### src/rtl/lc3_memaccess_if.sv
//==============================================================================
// Module   : lc3_memaccess_if
// Desc     : Data-memory request/acknowledge bus between the LC-3 memory
//            access stage (master) and data memory (slave).
// Revision : 1.0 - initial release
//==============================================================================
`timescale 1ns/1ps
`default_nettype none

interface lc3_memaccess_if;
    logic [15:0] DMem_addr;
    logic [15:0] DMem_din;
    logic        DMem_req;
    logic        DMem_we;
    logic [15:0] DMem_dout;
    logic        DMem_ack;

    modport master (
        output DMem_addr,
        output DMem_din,
        output DMem_req,
        output DMem_we,
        input  DMem_dout,
        input  DMem_ack
    );

    modport slave (
        input  DMem_addr,
        input  DMem_din,
        input  DMem_req,
        input  DMem_we,
        output DMem_dout,
        output DMem_ack
    );
endinterface

`default_nettype wire

### src/rtl/lc3_memaccess.sv
//==============================================================================
// Module   : lc3_memaccess
// Desc     : LC-3 data-memory access stage: request/ack handshake, two-phase
//            indirect access, read result capture. Optional ack watchdog is
//            enabled by defining LC3_MEM_TIMEOUT_EN.
// Revision : 1.0 - initial release
//==============================================================================
`timescale 1ns/1ps
`default_nettype none

module lc3_memaccess #(
    parameter int TIMEOUT_CYCLES = 255
) (
    input  logic                  clk,
    input  logic                  rst,
    input  logic [1:0]            mem_state,
    input  logic [15:0]           M_Addr,
    input  logic [15:0]           M_Data,
    lc3_memaccess_if.master       dmem,
    output logic [15:0]           memout,
    output logic                  complete_data,
    output logic                  mem_err
);

    typedef enum logic [2:0] {
        IDLE     = 3'd0,
        RD_WAIT  = 3'd1,
        IND_WAIT = 3'd2,
        WR_WAIT  = 3'd3,
        DONE     = 3'd4
    } state_t;

    localparam logic [1:0] c_CODE_READ  = 2'd0;
    localparam logic [1:0] c_CODE_IND   = 2'd1;
    localparam logic [1:0] c_CODE_WRITE = 2'd2;
    localparam logic [1:0] c_CODE_IDLE  = 2'd3;

    state_t      r_state, w_state_nxt;
    logic [15:0] r_addr, w_addr_nxt;
    logic [15:0] r_din, w_din_nxt;
    logic [15:0] r_memout, w_memout_nxt;
    logic [15:0] r_ptr, w_ptr_nxt;
    logic        r_req, w_req_nxt;
    logic        r_we, w_we_nxt;
    logic        r_ind_pending, w_ind_pending_nxt;

`ifdef LC3_MEM_TIMEOUT_EN
    localparam logic [7:0] c_TIMEOUT_LIMIT = 8'(TIMEOUT_CYCLES);
    logic [7:0]  r_wait_cnt, w_wait_cnt_nxt;
    logic        r_err, w_err_nxt;
`endif

    always_comb begin
        w_state_nxt       = r_state;
        w_addr_nxt        = r_addr;
        w_din_nxt         = r_din;
        w_memout_nxt      = r_memout;
        w_ptr_nxt         = r_ptr;
        w_req_nxt         = r_req;
        w_we_nxt          = r_we;
        w_ind_pending_nxt = r_ind_pending;
`ifdef LC3_MEM_TIMEOUT_EN
        w_wait_cnt_nxt    = r_wait_cnt;
        w_err_nxt         = r_err;
`endif

        case (r_state)
            IDLE: begin
                if (mem_state != c_CODE_IDLE) begin
                    // Second phase of an indirect access goes through the fetched pointer.
                    w_addr_nxt = r_ind_pending ? r_ptr : M_Addr;
                    w_din_nxt  = M_Data;
                    w_req_nxt  = 1'b1;
                    w_we_nxt   = (mem_state == c_CODE_WRITE);
`ifdef LC3_MEM_TIMEOUT_EN
                    w_wait_cnt_nxt = 8'd0;
`endif
                end
                case (mem_state)
                    c_CODE_READ: begin
                        w_state_nxt       = RD_WAIT;
                        w_ind_pending_nxt = 1'b0;
                    end
                    c_CODE_IND: begin
                        w_state_nxt = IND_WAIT;
                    end
                    c_CODE_WRITE: begin
                        w_state_nxt       = WR_WAIT;
                        w_ind_pending_nxt = 1'b0;
                    end
                    default: begin
                        w_state_nxt = IDLE;
                    end
                endcase
            end

            RD_WAIT, IND_WAIT, WR_WAIT: begin
                if (dmem.DMem_ack) begin
                    w_req_nxt   = 1'b0;
                    w_we_nxt    = 1'b0;
                    w_state_nxt = DONE;
                    if (r_state == RD_WAIT) begin
                        w_memout_nxt = dmem.DMem_dout;
                    end
                    if (r_state == IND_WAIT) begin
                        w_ptr_nxt         = dmem.DMem_dout;
                        w_ind_pending_nxt = 1'b1;
                    end
                end
`ifdef LC3_MEM_TIMEOUT_EN
                else if (r_wait_cnt == c_TIMEOUT_LIMIT) begin
                    // Abandon the access but still hand completion back to the controller.
                    w_req_nxt         = 1'b0;
                    w_we_nxt          = 1'b0;
                    w_err_nxt         = 1'b1;
                    w_ind_pending_nxt = 1'b0;
                    w_state_nxt       = DONE;
                end
                else begin
                    w_wait_cnt_nxt = r_wait_cnt + 8'd1;
                end
`endif
            end

            DONE: begin
                w_state_nxt = IDLE;
            end

            default: begin
                w_state_nxt = IDLE;
            end
        endcase
    end

    always_ff @(posedge clk or negedge rst) begin
        if (!rst) begin
            r_state       <= IDLE;
            r_addr        <= 16'h0000;
            r_din         <= 16'h0000;
            r_memout      <= 16'h0000;
            r_ptr         <= 16'h0000;
            r_req         <= 1'b0;
            r_we          <= 1'b0;
            r_ind_pending <= 1'b0;
        end else begin
            r_state       <= w_state_nxt;
            r_addr        <= w_addr_nxt;
            r_din         <= w_din_nxt;
            r_memout      <= w_memout_nxt;
            r_ptr         <= w_ptr_nxt;
            r_req         <= w_req_nxt;
            r_we          <= w_we_nxt;
            r_ind_pending <= w_ind_pending_nxt;
        end
    end

`ifdef LC3_MEM_TIMEOUT_EN
    always_ff @(posedge clk or negedge rst) begin
        if (!rst) begin
            r_wait_cnt <= 8'd0;
            r_err      <= 1'b0;
        end else begin
            r_wait_cnt <= w_wait_cnt_nxt;
            r_err      <= w_err_nxt;
        end
    end

    assign mem_err = r_err;
`else
    // Constant 0 for any legal TIMEOUT_CYCLES (1..255); no watchdog in this build.
    assign mem_err = (TIMEOUT_CYCLES == 0);
`endif

    assign dmem.DMem_addr = r_addr;
    assign dmem.DMem_din  = r_din;
    assign dmem.DMem_req  = r_req;
    assign dmem.DMem_we   = r_we;
    assign memout         = r_memout;
    assign complete_data  = (r_state == DONE);

endmodule

`default_nettype wire

### src/flat_wrapper.sv
// flat-port wrapper written by rule: the top's interface ports become plain ports
module lc3_memaccess_flat 
#(
    parameter int TIMEOUT_CYCLES = 255
)
  (clk, rst, mem_state, M_Addr, M_Data, memout, complete_data, mem_err, dmem_DMem_addr, dmem_DMem_din, dmem_DMem_req, dmem_DMem_we, dmem_DMem_dout, dmem_DMem_ack);
  lc3_memaccess_if dmem_i ();
  input  logic clk;
  input  logic rst;
  input  logic [1:0] mem_state;
  input  logic [15:0] M_Addr;
  input  logic [15:0] M_Data;
  output logic [15:0] memout;
  output logic complete_data;
  output logic mem_err;
  output wire logic [$bits(dmem_i.DMem_addr)-1:0] dmem_DMem_addr;
  output wire logic [$bits(dmem_i.DMem_din)-1:0] dmem_DMem_din;
  output wire logic [$bits(dmem_i.DMem_req)-1:0] dmem_DMem_req;
  output wire logic [$bits(dmem_i.DMem_we)-1:0] dmem_DMem_we;
  input wire logic [$bits(dmem_i.DMem_dout)-1:0] dmem_DMem_dout;
  input wire logic [$bits(dmem_i.DMem_ack)-1:0] dmem_DMem_ack;
  assign dmem_DMem_addr = dmem_i.DMem_addr;
  assign dmem_DMem_din = dmem_i.DMem_din;
  assign dmem_DMem_req = dmem_i.DMem_req;
  assign dmem_DMem_we = dmem_i.DMem_we;
  assign dmem_i.DMem_dout = dmem_DMem_dout;
  assign dmem_i.DMem_ack = dmem_DMem_ack;
  lc3_memaccess #(.TIMEOUT_CYCLES(TIMEOUT_CYCLES)) u_core (.clk(clk), .rst(rst), .mem_state(mem_state), .M_Addr(M_Addr), .M_Data(M_Data), .dmem(dmem_i), .memout(memout), .complete_data(complete_data), .mem_err(mem_err));
endmodule
### config.mk
export PLATFORM = sky130hd
export DESIGN_NAME = lc3_memaccess_flat
export DESIGN_NICKNAME = d
export VERILOG_FILES = /design/src/rtl/lc3_memaccess_if.sv /design/src/rtl/lc3_memaccess.sv /design/src/flat_wrapper.sv
export SDC_FILE = /design/constraint.sdc
export NUM_CORES = 1
export LEC_CHECK = 0
export ABC_AREA = 0
export BUFFER_PORTS_ARGS = -buffer_cell sky130_fd_sc_hd__buf_4
export CAP_MARGIN = 20
export CORE_ASPECT_RATIO = 0.9
export CORE_MARGIN = 10
export CORE_UTILIZATION = 39
export DETAILED_ROUTE_END_ITERATION = 10
export PLACE_DENSITY = 0.65
export RECOVER_POWER = 100
export SYNTH_ARGS = -nofsm -noshare
export SYNTH_HDL_FRONTEND = slang
export SYNTH_SLANG_ARGS = --single-unit
### constraint.sdc
create_clock -name clk -period 5.6 [get_ports clk]
set_clock_uncertainty 0.2 [all_clocks]
set_input_delay 0.56 -clock clk [delete_from_list [all_inputs] [get_ports clk]]
set_output_delay 0.56 -clock clk [all_outputs]
set_load 0.02 [all_outputs]
==> flow_metrics.py, run 1 <==
metrics = {
    "global_routing": {
        "grt_pass1_vias": 2091,
        "grt.overflow.total": 0,
        "grt_pass1_wl_um": 10900,
        "grt_max_degree": 71,
        "grt_usage": 0.120,
        "grt_antenna_before_repair": 0,
    },
    "synth": {
        "yosysSeqAreaShare": 0.608,
        "yosys.area.top_type_share": 0.608,
        "ys_types": 23,
        "yosysTopAreaCell": "dfrtp_1",
        "ys_seq_elements": 70,
        "syn_area_per_cell_um2": 14.0,
        "syn_area_um2": 2880,
        "syn_nets": 262,
        "synth_area_leaders": "dfrtp_1 (61%), mux2_2 (18%), mux2i_1 (5.6%)",
        "synth_cells": 206,
        "ys_warn_count": 0,
    },
    "setup_path": {
        "crit_path_end_kind": "flop",
        "required_ns": 5.62,
        "cp_max_fo": 16,
        "worst_ep_arrival_time_ns": 3.58,
        "worst_setup_path_start_kind": "flop",
        "crit_type": "reg2reg",
        "r2r_slack_ns": 2.04,
    },
    "power_and_ir_drop": {
        "power_density_nw_per_um2": 625,
        "ir_drop_mv": 0.270,
        "p_switching_uw": 893,
        "internal_power_mw": 1.43,
        "clkPwrFrac": 0.198,
        "p_comb_frac": 0.401,
        "power_leakage_nw": 1.66,
        "p_seq_frac": 0.401,
        "switching_share": 0.385,
    },
    "sta": {
        "rsz0062_at_grt": "false",
        "finalCriticalPeriod_ns": 3.56,
        "relSlewSlack": -0.820,
        "drv_slew": 17,
        "hold_viol": 0,
        "worst-slew-pin-transition_ns": 2.72,
        "finalCritPeriodShare": 0.636,
        "final.setup.tns_ns": 0,
        "setup_viol": 0,
        "fmax_mhz": 281,
        "hold_ws_ns": 0.136,
    },
    "finish": {
        "drive_above_1_share": 0.367,
        "n_antenna_cell": 0,
        "area_growth_pct": 28.7,
        "nets": 367,
        "instances_no_fill": 409,
    },
    "detailed_routing": {
        "routedWlPerCell_um": 16.7,
        "vias": 1934,
        "drt_iter0_markers": 60,
        "drc": 0,
        "drt-total-wl_um": 6820,
        "ant_nets": 0,
        "vias_per_cell": 4.73,
        "first_pass_iters": 4,
    },
    "floorplanning": {
        "num_io_pins": 105,
        "die_h_um": 102,
        "start_util": 0.405,
        "core-area_um2": 7110,
        "dieArea_um2": 11200,
        "rows": 29,
        "die_w_um": 111,
    },
    "cts": {
        "cts_hold_buf": 0,
        "root_buffer": "clkbuf_8",
        "cts.reportedPaths.clkPinSlew_ns": 0.08,
        "cts_tree": "done",
        "clock_latency_ns": 0.34,
        "postCtsResizedCells": 0,
        "clkSinkCount": 70,
        "post_cts_buffers": 0,
        "htree_levels": 3,
        "cts_buffer_depth": 2,
        "cts-buffers-inserted": 9,
    },
    "status": {
        "violations": "capacitance limit, slew limit",
        "status": "finished with violations",
    },
    "placed_design": {
        "dp_cells": 393,
        "gp_congestion": 0.762,
        "dp_hpwl_um": 5000,
        "numPortBuffers": 103,
    },
    "flow_run": {
        "cap_violations": 1,
    },
    "min_path": {
        "min_path_type": "in2async",
    },
}
-- critical path, cell delays in order, from the launching register on --
cell and delay (ns):
dfrtp_1 0.45, nand2b_1 0.22, nor3b_1 2.10, mux2_2 0.47
-- sequential cells by signal, summed over array words and instances, names as in the netlist --
register               cells
u_core.dmem.DMem_addr     16
u_core.r_state             3
u_core.dmem.DMem_req       1
u_core.r_ptr              16
u_core.dmem.DMem_din      16
u_core.r_ind_pending       1
u_core.dmem.DMem_we        1
u_core.memout             16
-- cell usage after synthesis (all sizes together) --
library cell,n
o21ai,4
ha,3
nand2b,3
buf,11
and2,2
a21oi,18
or4,1
conb,1
mux2,48
dfrtp,70
inv,2
nor2b,1
nor2,20
nand2,2
nor4,1
o31ai,1
mux2i,16
nor3b,2
-- power by group through the flow --
stage               clock, mW  sequential, mW  combinational (mW)
floorplan                   0            1.13               0.496
global placement            0           0.946                1.10
detailed placement          0           0.954                1.12
CTS                     0.479           0.945                1.12
global route            0.500           0.969                1.01
finish                  0.460           0.929               0.931
-- placed cells by master, fill, tap and decap left out --
cell type,n
nand2b_1,3
nor3b_1,2
inv_1,2
o31ai_1,1
a21oi_1,18
clkbuf_8,11
clkinv_2,1
nor4_1,1
nand2_1,2
mux2i_1,16
dfrtp_1,70
o21ai_0,4
clkbuf_1,52
mux2_1,1
ha_1,3
nor2b_1,1
buf_4,53
clkinv_4,1
bufinv_16,2
mux2_2,47
and2_0,2
nor2_1,20
conb_1,1
or4_1,1
clkinvlp_4,1
-- area by class of cell --
cell class	instances	area [um^2]
Multi-Input combinational cell	123	1010
Fill cell	708	3400
Clock inverter	5	81.3
Timing Repair Buffer	105	593
Inverter	2	7.51
Sequential cell	70	1750
Clock buffer	11	151
Tap cell	93	116
-- stage by stage --
stage | power, mW | worst slack, ns | cell area [um^2] | utilization
after floorplan | 1.62 | 3.71 | 2880 | -
after global placement | 2.05 | 3.30 | 3710 | 0.521
after detailed placement | 2.07 | 3.25 | 3710 | 0.521
after CTS | 2.54 | 3.38 | 3940 | 0.554
after global routing | 2.48 | 1.81 | 3710 | 0.522
final | 2.32 | 2.04 | 3710 | 0.522
-- cell families (layout without fill, tap and decap cells) --
logic type               count (synthesis)  count (layout)  share of synthesized area
multiplexers                            64              64                      0.243
buffers and inverters                   13             123                     0.0308
AND/OR/NAND/NOR                         32              32                     0.0634
other                                    1               1                    0.00130
adder cells (fa/ha/maj)                  3               3                     0.0130
flip-flops                              70              70                      0.608
AO/OA/AOI/OAI                           23              23                     0.0408
-- worst paths after layout --
kind                       depth (start not counted)                       end         startpoint
setup / recovery                                   3          u_core.memout[1]  u_core.r_state[2]
hold / removal                                     1   u_core.dmem.DMem_din[4]                rst
setup reg to reg                                   3          u_core.memout[1]  u_core.r_state[2]
hold reg to reg                                    1          u_core.r_ptr[14]   u_core.r_ptr[14]
max in group asynchronous                          1  u_core.dmem.DMem_din[14]                rst
min in group clk                                   2   u_core.dmem.DMem_din[0]          M_Data[0]
-- layer usage --
metal / GRT usage / wire length [um] / up-vias
met3: 0.0455 / 388 / 9
met1: 0.124 / 2630 / 960
li1: - / - / 924
met4: 0.0520 / 92 / 0
met2: 0.217 / 3720 / 41
met5: 0 / 0 / -
Note: power is estimated with default switching activity, not from simulation.
==> inputs of run 2 (changes only) <==
--- a/config.mk
+++ b/config.mk
@@ -12,7 +12,7 @@
 export CORE_MARGIN = 10
 export CORE_UTILIZATION = 39
 export DETAILED_ROUTE_END_ITERATION = 10
-export PLACE_DENSITY = 0.65
+export PLACE_DENSITY = 0.68
 export RECOVER_POWER = 100
 export SYNTH_ARGS = -nofsm -noshare
 export SYNTH_HDL_FRONTEND = slang
==> constraint.sdc (replaced) <==
create_clock -name clk -period 3.05 [get_ports clk]
set_clock_uncertainty 0.2 [all_clocks]
set_input_delay 0.305 -clock clk [delete_from_list [all_inputs] [get_ports clk]]
set_output_delay 0.305 -clock clk [all_outputs]
set_load 0.02 [all_outputs]
==> run 2 against run 1 <==
Largest cell class unchanged; sequential cell count stayed put; design area grew 3.5%; register-to-register slack worse by 1.4 ns; the run still ends with capacitance limit, slew limit left; worst setup slack worse by 1.4 ns; critical path depth increased by 1.
==> flow_metrics.py, run 2 (same netlist as run 1, synthesis figures left out) <==
metrics = {
    "detailed_routing": {
        "drc": 0,
        "ant_nets": 0,
        "vias_per_cell": 4.68,
        "vias": 1997,
        "drt-total-wl_um": 7280,
        "drt_iter0_markers": 47,
        "first_pass_iters": 4,
        "routedWlPerCell_um": 17.0,
    },
    "finish": {
        "nets": 385,
        "instances_no_fill": 427,
        "area_growth_pct": 33.2,
        "final_common_cell": "dfrtp_1",
        "fin_util": 0.540,
        "drive_above_1_share": 0.353,
        "layout_common_cells": "dfrtp_1 (70), buf_4 (54), clkbuf_1 (53)",
        "fin_area_um2": 3840,
        "n_antenna_cell": 0,
    },
    "placed_design": {
        "placed_cell_area_um2": 3720,
        "dp_cells": 395,
        "dp_hpwl_um": 5300,
        "post-place-ws_ns": 0.877,
        "numPortBuffers": 103,
        "gp_congestion": 0.717,
    },
    "power_and_ir_drop": {
        "clkPwrFrac": 0.165,
        "p_seq_frac": 0.414,
        "power_mw": 4.16,
        "p_comb_frac": 0.420,
        "ir_drop_mv": 0.433,
        "internal_power_mw": 2.49,
        "p_switching_mw": 1.67,
        "power_density_nw_per_um2": 1080,
        "switching_share": 0.401,
        "power_leakage_nw": 1.71,
    },
    "setup_path": {
        "crit_type": "reg2reg",
        "worst_setup_path_start_kind": "flop",
        "rr_worst_depth": 4,
        "worst_ep_arrival_time_ns": 2.43,
        "crit_path_end_kind": "flop",
        "required_ns": 3.06,
        "cp_max_fo": 11,
    },
    "floorplanning": {
        "core-area_um2": 7110,
        "start_util": 0.405,
        "num_io_pins": 105,
        "dieArea_um2": 11200,
        "die_w_um": 111,
        "die_h_um": 102,
        "rows": 29,
    },
    "sta": {
        "relSlewSlack": -0.152,
        "rsz0062_at_grt": "false",
        "fmax_mhz": 413,
        "fin_ws_ns": 0.630,
        "hold_ws_ns": 0.0147,
        "finalCritPeriodShare": 0.794,
        "setup_viol": 0,
        "drv_slew": 71,
        "finalCriticalPeriod_ns": 2.42,
        "hold_viol": 0,
        "final.setup.tns_ns": 0,
        "worst-slew-pin-transition_ns": 1.73,
    },
    "cts": {
        "cts_tree": "done",
        "root_buffer": "clkbuf_8",
        "clock_latency_ns": 0.33,
        "clkSinkCount": 70,
        "cts_buffer_depth": 2,
        "htree_levels": 3,
        "postCtsResizedCells": 0,
        "cts-buffers-inserted": 9,
        "cts.reportedPaths.clkPinSlew_ns": 0.08,
    },
    "global_routing": {
        "grt_pass1_vias": 2213,
        "grt.overflow.total": 0,
        "grt_max_degree": 71,
        "grt_antenna_before_repair": 0,
        "grt_usage": 0.128,
        "grt_pass1_wl_um": 11600,
    },
    "min_path": {
        "min_path_type": "in2reg",
        "worstHoldPathCells": 2,
    },
    "status": {
        "status": "finished with violations",
        "violations": "capacitance limit, slew limit",
    },
    "flow_run": {
        "cap_violations": 1,
    },
}
## run 2: changes by cell type in the layout (fill, tap and decap cells not counted)
| cell | change |
|---|---|
| buf_4 | +1 |
| bufinv_16 | -2 |
| clkbuf_1 | +1 |
| clkbuf_2 | +1 |
| clkbuf_8 | +1 |
| clkinv_2 | +1 |
| clkinv_4 | -1 |
| dlygate4sd3_1 | +16 |
| nor3b_1 | -1 |
| nor3b_2 | +1 |
## run 2: layer usage
| layer | vias to the layer above | track usage | routed length, um |
|---|---|---|---|
| met3 | 7 | 0.0307 | 229 |
| met2 | 37 | 0.231 | 3860 |
| met5 | - | 0 | 0 |
| met4 | 0 | 0.0540 | 76 |
| li1 | 957 | - | - |
| met1 | 996 | 0.142 | 3110 |
## run 2: power groups by stage
stage / combinational (mW) / clock (mW) / sequential [mW]
floorplan: 0.910 / 0 / 2.07
CTS: 2.10 / 0.710 / 1.75
global route: 1.90 / 0.753 / 1.79
finish: 1.75 / 0.687 / 1.72
global placement: 2.04 / 0 / 1.74
detailed placement: 2.08 / 0 / 1.76
## run 2: critical path: stages, from the launching register on
cell and delay, ns:
dfrtp_1 0.44, nand2b_1 0.23, nor3b_2 0.81, buf_4 0.29, mux2_2 0.34
## run 2: path summary, 6_finish.rpt
kind                                         start                      end  slack (ns)
worst max register to register   u_core.r_state[2]         u_core.memout[6]        0.63
min in group asynchronous                      rst  u_core.dmem.DMem_din[1]        0.78
max in group asynchronous                      rst      u_core.dmem.DMem_we        0.84
worst max-delay path             u_core.r_state[2]         u_core.memout[6]        0.63
worst min-delay path            dmem_DMem_dout[12]         u_core.r_ptr[12]        0.01
worst min register to register    u_core.r_ptr[14]         u_core.r_ptr[14]        0.30
## run 2: what timing repair did
item,in CTS,in global routing
buffers inserted,0,0
endpoints found under the hold margin,85,0
hold buffers,16,0
## run 2: layout make-up
type / count / area [um^2]
timing repair buffer: 123 / 766
tap: 93 / 116
sequential: 70 / 1750
clock buffer: 13 / 169
fill: 680 / 3270
clock inverter: 3 / 17.5
multi-input combinational: 123 / 1010
inverter: 2 / 7.51
